[src/rtl/player_motion_ctrl.sv]
// Player sprite motion: joystick-driven horizontal walk with clamping plus a GROUND/RISE/FALL jump FSM.
// Optional PLAYER_JUMP_BUFFER_EN: a press while falling re-launches the jump on the landing tick.
module player_motion_ctrl #(
    parameter int unsigned IMG_W     = 160,
    parameter int unsigned SCREEN_W  = 640,
    parameter int unsigned GROUND_Y  = 360,
    parameter int unsigned JUMP_H    = 30,
    parameter int unsigned STEP_X    = 3,
    parameter int unsigned RISE_STEP = 4,
    parameter int unsigned FALL_STEP = 5,
    parameter int unsigned DEAD_LO   = 400,
    parameter int unsigned DEAD_HI   = 600
) (
    input  logic       clk,
    input  logic       rst,
    input  logic       tick,
    input  logic [9:0] jstk_x,
    input  logic       jump_btn,
    output logic [9:0] pos_x,
    output logic [9:0] pos_y,
    output logic [1:0] mstate,
    output logic       on_ground,
    output logic       jump_start,
    output logic       landed
);

    localparam int unsigned XW = 10;
    localparam int unsigned CW = 11;

    localparam logic [CW-1:0] X_MAX_C     = CW'(SCREEN_W - IMG_W);
    localparam logic [CW-1:0] STEP_X_C    = CW'(STEP_X);
    localparam logic [CW-1:0] GROUND_C    = CW'(GROUND_Y);
    localparam logic [CW-1:0] APEX_C      = CW'(GROUND_Y - JUMP_H);
    localparam logic [CW-1:0] RISE_LIM_C  = CW'(GROUND_Y - JUMP_H + RISE_STEP);
    localparam logic [CW-1:0] RISE_STEP_C = CW'(RISE_STEP);
    localparam logic [CW-1:0] FALL_STEP_C = CW'(FALL_STEP);
    localparam logic [XW-1:0] DEAD_LO_C   = XW'(DEAD_LO);
    localparam logic [XW-1:0] DEAD_HI_C   = XW'(DEAD_HI);

    typedef enum logic [1:0] {
        GROUND = 2'd0,
        RISE   = 2'd1,
        FALL   = 2'd2
    } mstate_e;

    mstate_e       state_q, state_d;
    logic [XW-1:0] pos_x_q, pos_x_d;
    logic [XW-1:0] pos_y_q, pos_y_d;
    logic          btn_q, btn_d;
    logic          on_ground_q, on_ground_d;
    logic          jump_start_q, jump_start_d;
    logic          landed_q, landed_d;
    logic          press;
    logic [CW-1:0] x_ext, y_ext;
`ifdef PLAYER_JUMP_BUFFER_EN
    logic          buf_q, buf_d;
`endif

    // State register; reset may hit mid-jump and snaps straight back to the ground.
    always_ff @(posedge clk or negedge rst) begin
        if (!rst) begin
            state_q      <= GROUND;
            pos_x_q      <= '0;
            pos_y_q      <= XW'(GROUND_Y);
            btn_q        <= 1'b0;
            on_ground_q  <= 1'b1;
            jump_start_q <= 1'b0;
            landed_q     <= 1'b0;
`ifdef PLAYER_JUMP_BUFFER_EN
            buf_q        <= 1'b0;
`endif
        end else begin
            state_q      <= state_d;
            pos_x_q      <= pos_x_d;
            pos_y_q      <= pos_y_d;
            btn_q        <= btn_d;
            on_ground_q  <= on_ground_d;
            jump_start_q <= jump_start_d;
            landed_q     <= landed_d;
`ifdef PLAYER_JUMP_BUFFER_EN
            buf_q        <= buf_d;
`endif
        end
    end

    // Next-state and motion; everything holds except on tick, pulses self-clear.
    always_comb begin
        state_d      = state_q;
        pos_x_d      = pos_x_q;
        pos_y_d      = pos_y_q;
        btn_d        = btn_q;
        jump_start_d = 1'b0;
        landed_d     = 1'b0;
`ifdef PLAYER_JUMP_BUFFER_EN
        buf_d        = buf_q;
`endif
        press        = jump_btn & ~btn_q;
        x_ext        = {1'b0, pos_x_q};
        y_ext        = {1'b0, pos_y_q};

        if (tick) begin
            btn_d = jump_btn;

            // Extended width keeps both clamps from wrapping.
            if (jstk_x < DEAD_LO_C) begin
                pos_x_d = (x_ext < STEP_X_C) ? '0 : XW'(x_ext - STEP_X_C);
            end else if (jstk_x > DEAD_HI_C) begin
                pos_x_d = ((x_ext + STEP_X_C) > X_MAX_C) ? XW'(X_MAX_C) : XW'(x_ext + STEP_X_C);
            end

            case (state_q)
                GROUND: begin
                    if (press) begin
                        state_d      = RISE;
                        jump_start_d = 1'b1;
                    end
                end
                RISE: begin
                    if (y_ext <= RISE_LIM_C) begin
                        pos_y_d = XW'(APEX_C);
                        state_d = FALL;
                    end else begin
                        pos_y_d = XW'(y_ext - RISE_STEP_C);
                    end
                end
                FALL: begin
`ifdef PLAYER_JUMP_BUFFER_EN
                    buf_d = buf_q | press;
`endif
                    if ((y_ext + FALL_STEP_C) >= GROUND_C) begin
                        pos_y_d  = XW'(GROUND_C);
                        state_d  = GROUND;
                        landed_d = 1'b1;
`ifdef PLAYER_JUMP_BUFFER_EN
                        if (buf_q | press) begin
                            state_d      = RISE;
                            jump_start_d = 1'b1;
                            buf_d        = 1'b0;
                        end
`endif
                    end else begin
                        pos_y_d = XW'(y_ext + FALL_STEP_C);
                    end
                end
                default: begin
                    state_d = GROUND;
                    pos_y_d = XW'(GROUND_C);
                end
            endcase
        end

        on_ground_d = (state_d == GROUND);
    end

    assign pos_x      = pos_x_q;
    assign pos_y      = pos_y_q;
    assign mstate     = state_q;
    assign on_ground  = on_ground_q;
    assign jump_start = jump_start_q;
    assign landed     = landed_q;

endmodule

[config.mk]
export PLATFORM = sky130hd
export DESIGN_NAME = player_motion_ctrl
export DESIGN_NICKNAME = d
export VERILOG_FILES = /design/src/rtl/player_motion_ctrl.sv
export SDC_FILE = /design/constraint.sdc
export NUM_CORES = 1
export LEC_CHECK = 0
export CELL_PAD_IN_SITES_DETAIL_PLACEMENT = 1
export CELL_PAD_IN_SITES_GLOBAL_PLACEMENT = 2
export CORE_ASPECT_RATIO = 0.9
export CORE_MARGIN = 10
export CORE_UTILIZATION = 32
export CTS_BUF_LIST = sky130_fd_sc_hd__clkbuf_8 sky130_fd_sc_hd__clkbuf_16
export CTS_CLUSTER_DIAMETER = 150
export CTS_CLUSTER_SIZE = 14
export DETAILED_ROUTE_END_ITERATION = 16
export PLACE_DENSITY_LB_ADDON = 0.25
export SETUP_SLACK_MARGIN = 0.3
export SYNTH_ARGS = -nofsm -noshare
export SYNTH_HDL_FRONTEND = slang
export SYNTH_SLANG_ARGS = --single-unit
[constraint.sdc]
create_clock -name clk -period 2.7 [get_ports clk]
set_clock_uncertainty 0.15 [all_clocks]
set_input_delay 0.54 -clock clk [delete_from_list [all_inputs] [get_ports clk]]
set_output_delay 0.54 -clock clk [all_outputs]
set_load 0.01 [all_outputs]
[Yosys cells after proc, flatten, opt, wreduce, memory -nomap -nowiden]
Cells that the tools add are included.
Cells by class
  add/sub/neg operators: 4
  $lt $le $gt $ge: 6
  equality and inequality tests: 2
  mux-type cells: 18
  bitwise operators: 3
  reduce and logical (&&, ||, !) cells: 5
Operators by type and width (count)
  10-bit 2-to-1 mux: 6
  10-bit one-hot mux with 3 select lines: 1
  10-bit by 2-bit adder with 11-bit output, second input constant: 1
  10-bit by 3-bit adder with 11-bit output, second input constant: 1
  11-bit by 9-bit greater-or-equal comparator with 1-bit output, second input constant: 1
  11-bit by 9-bit greater-than comparator with 1-bit output, second input constant: 1
  10-bit greater-than comparator, second input constant: 1
  10-bit by 9-bit <= comparator with 1-bit output, second input constant: 1
  10-bit by 2-bit < comparator with 1-bit output, second input constant: 1
  10-bit by 9-bit < comparator with 1-bit output, second input constant: 1
  10-bit by 2-bit subtractor with 10-bit output, second input constant: 1
  10-bit by 3-bit subtractor with 10-bit output, second input constant: 1
  2-bit 2-to-1 mux: 4
  1-bit 2-to-1 mux: 6
  2-bit one-hot mux with 3 select lines: 1
  2-bit logical NOT: 2
  2-bit AND reduction: 2
  2-bit by 1-bit equality test with 1-bit output, second input constant: 1
  2-bit equality test, second input constant: 1
  1-bit inverter: 2
  2-bit nonzero test: 1
  1-bit AND: 1
Word-level totals
  flip-flop bits (word level): 26
  input port bits: 14
  output and inout bits: 25
  word-level logic and storage cells: 45

[Longest topological paths before layout]
Gate-level depths: netlist (run 1).
  depth after elaboration: 6
  gate-level depth with buffers: 9
  gate-level depth less buffers: 9

[Worst setup path after synthesis (run 1)]
No wires, ideal clock.
  path type: reg2reg
  from: register pos_y_q[2], in the netlist pos_y[2]
  to: register pos_y_q[1], in the netlist pos_y[1]
  library setup time: 104 ps
  data arrival time: 2169 ps
  data required time: 2446 ps
  setup slack: 278 ps
  stages on the path, launching flop included: 9
  path buffers: 0
  clock period less this slack: 2422 ps
  cell sequence: dfrtp_1 > inv_1 > ha_1 > a21oi_2 > nor3_1 > o311a_1 > o311ai_4 > nand3_2 > o41ai_2
Between the ends
  longest elaborated chain between the ends: 4
  elaborated cells between the ends (all ways): 6
  classes of those cells: add/sub: 1; order compare: 2; mux: 3
Ends and longest elaborated chain
  from (decl): line 48  | logic [XW-1:0] pos_y_q, pos_y_d;
  from (signal assigned): line 64  | pos_y_q <= XW'(GROUND_Y);
  from (signal assigned): line 75  | pos_y_q <= pos_y_d;
  10-bit by 3-bit adder with 11-bit output
  11-bit by 9-bit greater-or-equal comparator with 1-bit output: line 130  | if ((y_ext + FALL_STEP_C) >= GROUND_C) begin
  10-bit 2-to-1 mux: line 130
  10-bit one-hot mux with 3 select lines *: line 111  | case (state_q)
Mark *: on every way between the ends. The rest lies on a longest branch, timed or not.
A chain may end at the register's enable or synchronous reset.

[Worst setup path in the final report (run 1)]
Ends and elaborated chain as after synthesis.

==> impl_summary.log, run 1 <==
INFO  metric drc = 0
INFO  metric max_clock_freq = 406 MHz
INFO  metric drt-wirelength-per-cell = 19.5 µm
INFO  metric final_number_of_hold_violating_endpoints = 0
INFO  metric post_synth.cell_area_avg = 8.47 µm²
INFO  metric finalNonFillerCells = 448
INFO  metric antenna_found_initial = 0
INFO  metric worstRegToRegCells = 8
INFO  metric postPlaceCellArea = 2950 µm²
INFO  metric critical_path_arrival = 2.51 ns
INFO  metric grt.total_usage = 0.155
INFO  metric detailedRoute.firstPassIterationCount = 4
INFO  metric min-delay-path-class = register to register
INFO  metric port-buffer-count = 38
INFO  metric finalWirelength = 8750 µm
INFO  metric worst-r2r-setup-slack = 0.24 ns
INFO  metric clockRootBuffer = sky130_fd_sc_hd__clkbuf_8
INFO  metric die_x = 110 µm
INFO  metric synth.distinct_cells = 77
INFO  metric largest_net_degree_at_the_start_of_global_routing = 27
INFO  metric dr.first_iter.drc_count = 66
INFO  metric synth.yosys.seq_area_share = 0.282
INFO  metric initial_core_util = 0.329
INFO  metric postSynthCellCount = 275
INFO  metric outcome = finished, final reports clean
INFO  metric p_clk_frac = 0.068
INFO  metric antennaDiodeCount = 0
INFO  metric setup_viol = 0
INFO  metric required_time_of_the_critical_path = 2.74 ns
INFO  metric place_inst = 419
INFO  metric timing.max_slew.rel_slack = 0.713
INFO  metric ratio_of_routed_vias_to_standard_cells = 5.55
INFO  metric clk_latency = 0.29 ns
INFO  metric worst_hold_startpoint = btn_q
INFO  metric period_needed = 2.46 ns
INFO  metric power.total = 3.68 mW
INFO  metric power_report.internal_total = 1.89 mW
INFO  metric worst-setup-path-type = register to register
INFO  metric static-leakage-power = 1.33 nW
INFO  metric maximum_fanout_count_along_the_critical_path = 7
INFO  metric antenna_violating_nets_post_route = 0
INFO  metric fp.dieArea = 11,100 µm²
INFO  metric floorplan_core_area = 7080 µm²
INFO  metric async_flop_share = 1.00
INFO  metric seq_power_share = 0.219
INFO  metric setup_repair_after_global_routing_missed_its_margin = yes
INFO  metric fin_setup_tns = 0 ns
INFO  metric synth_top_flop_cell = sky130_fd_sc_hd__dfrtp_1
INFO  metric worst_hold_path.num_cells = 1
INFO  metric clockBufferDepth = 2
INFO  metric cts_buffers = 3
INFO  metric grt_first_pass_wirelength = 13,800 µm
INFO  metric tritoncts = done
INFO  metric die_h = 101 µm
INFO  metric flow.area_growth_from_synthesis = 47.1%
INFO  metric number_of_maximum_capacitance_constraint_violations = 0
INFO  metric post_route_cells_drive_above_1_share = 0.346
INFO  metric floorplan.io_pins = 39
INFO  metric powerDensity = 1070 nW/µm²
INFO  metric cts.htree.levels = 1
INFO  metric timing.critical_path.from_type = register
INFO  metric num_vias = 2,488
INFO  metric actual_slew_at_the_worst_max_slew_pin = 0.431 ns
INFO  metric crit-reg2reg-launch = pos_y[2]
INFO  metric post_cts_hold_buffer_count = 0
INFO  metric globalRouteOverflowTotal = 0
INFO  metric grt_pass1_vias = 2,552
INFO  metric postLayoutCellArea = 3430 µm²
INFO  metric synth_fp_nets = 301
INFO  metric final.fill_count = 828
INFO  metric sw_frac_of_total = 0.486
INFO  metric cts_num_sinks = 26
INFO  metric peak_ir_drop_on_the_vdd_network = 0.509 mV
INFO  metric number_of_flops_mapped_to_enable_cells_by_yosys = 0
INFO  metric detailed_place_hpwl = 6030 µm
INFO  metric nets_final = 382
INFO  metric synth_seq_cells = 26
INFO  metric final_min_period_over_clock_period = 0.912
INFO  metric maxSlewViolCount = 0
INFO  metric worst_setup_hold_path_clk_slew = 0.10 ns
INFO  metric share_comb_of_total_power = 0.713
INFO  metric gp_congestion = 0.812
INFO  metric holdPathEnd = jump_start
INFO  metric rr_endpoint = pos_y[1]
INFO  metric number_of_warnings_issued_by_yosys = 0
INFO  metric post_synthesis_cell_area = 2330 µm²
INFO  metric floorplan.rows = 29
INFO  metric worst_setup_path_end_kind = register
INFO  metric power.switching = 1.79 mW
per-layer routing:
layer | GRT usage | up-vias | wire [µm]
met5 | 0 | - | 0
met4 | 0.0220 | 0 | 87
met3 | 0.0396 | 8 | 548
met2 | 0.231 | 66 | 3940
met1 | 0.222 | 1222 | 4170
li1 | - | 1192 | -
power by group through the flow:
stage / clock network [mW] / logic [mW] / registers (mW)
6_report: 0.251 / 2.62 / 0.807
4_1_cts: 0.262 / 2.27 / 0.786
2_1_floorplan: 0 / 1.23 / 0.771
3_3_place_gp: 0 / 2.03 / 0.783
5_1_grt: 0.273 / 2.83 / 0.839
3_5_place_dp: 0 / 2.06 / 0.788
state kept, by name, indices dropped and copies added (netlist names):
signal / cells
pos_x: 10
mstate: 2
pos_y: 10
btn_q: 1
jump_start: 1
landed: 1
on_ground: 1
placed cells by master (no fill, tap or decap), drive strengths merged, types with 4 or more instances in the layout:
| cell type | synthesis | layout |
|---|---|---|
| a221oi | 5 | 5 |
| ha | 12 | 12 |
| clkdlybuf4s50 | 0 | 38 |
| buf | 9 | 50 |
| a21oi | 23 | 23 |
| dfrtp | 21 | 21 |
| nand2 | 31 | 31 |
| dfstp | 5 | 5 |
| nor3 | 20 | 20 |
| nand3 | 11 | 11 |
| o21ai | 18 | 18 |
| inv | 14 | 15 |
| mux2i | 4 | 4 |
| a31oi | 5 | 5 |
| nor2 | 26 | 26 |
| xnor2 | 4 | 4 |
| o22ai | 4 | 4 |
critical path: stages (launching register included):
cell,delay [ns]
sky130_fd_sc_hd__dfrtp_2,0.47
sky130_fd_sc_hd__buf_4,0.17
sky130_fd_sc_hd__a21oi_4,0.24
sky130_fd_sc_hd__nor3_1,0.10
sky130_fd_sc_hd__o311a_1,0.37
sky130_fd_sc_hd__o311ai_4,0.30
sky130_fd_sc_hd__buf_6,0.17
sky130_fd_sc_hd__nand3_4,0.11
sky130_fd_sc_hd__o41ai_2,0.29
metrics by stage:
stage / hold WS (ns) / util / setup slack [ns]
floorplan: 0.0944 / - / 0.314
global placement: 0.310 / 0.416 / 0.0832
detailed placement: 0.330 / 0.416 / -0.0127
CTS: 0.351 / 0.449 / 0.250
global route: 0.364 / 0.484 / 0.158
finish: 0.348 / 0.484 / 0.237
cell usage after synthesis, types with 4 or more instances:
library cell                n  area [µm²]
sky130_fd_sc_hd__dfstp_2    5         131
sky130_fd_sc_hd__mux2i_1    4        40.0
sky130_fd_sc_hd__a221oi_1   4        35.0
sky130_fd_sc_hd__o22ai_1    4        25.0
sky130_fd_sc_hd__nand3_1    9        45.0
sky130_fd_sc_hd__nor2_1    23        86.3
sky130_fd_sc_hd__ha_1      12         150
sky130_fd_sc_hd__nand2_1   31         116
sky130_fd_sc_hd__buf_2      5        25.0
sky130_fd_sc_hd__a21oi_1   19        95.1
sky130_fd_sc_hd__dfrtp_1   21         526
sky130_fd_sc_hd__inv_1     13        48.8
sky130_fd_sc_hd__nor3_1    18        90.1
sky130_fd_sc_hd__o21ai_0   16        80.1
kinds of logic after synthesis:
| kind of cell | Yosys count | synth area share |
|---|---|---|
| DFF | 26 | 0.282 |
| and+or+nand+nor | 114 | 0.262 |
| adders and majority gates | 12 | 0.0644 |
| xor gates and xnor gates | 5 | 0.0220 |
| AOI/OAI and AO/OA | 86 | 0.288 |
| muxes | 6 | 0.0285 |
| buffers and inverters | 26 | 0.0526 |
worst max-delay path by stage:
stage,startpoint,to,depth (start not counted)
final,pos_y[2],pos_y[1],8
after global routing,pos_y[3],pos_y[1],8
after CTS,pos_y[3],pos_y[2],8
after detailed placement,jstk_x[6],pos_x[3],7
after global placement,jstk_x[6],pos_x[3],7
after floorplan,pos_x[0],pos_x[2],9
repair_timing:
| item | CTS | global route |
|---|---|---|
| buffers inserted | 10 | 15 |
| hold endpoints to repair | 0 | 0 |
| gates resized for setup | 23 | 30 |
| setup endpoints to repair | 16 | 22 |
| pin swaps | 17 | 16 |
| gates cloned | 0 | 0 |
final cells by class:
type / instances / area (µm²) / share of cell area
clock buffers: 3 / 41.3 / 0.0120
clock inverters: 1 / 3.75 / 0.00110
inverters: 14 / 52.6 / 0.0153
multi-input cells: 223 / 1790 / 0.521
flip-flops and latches: 26 / 661 / 0.193
well taps: 93 / 116 / 0.0340
repair buffers: 88 / 767 / 0.224
(Power assumes the default switching activity.)
==> inputs of run 2 (changes only) <==
CAP_MARGIN = 30   (was unset)
==> results of run 2 <==
Same layout as run 1: the final DEF is identical, and so are final timing and power.
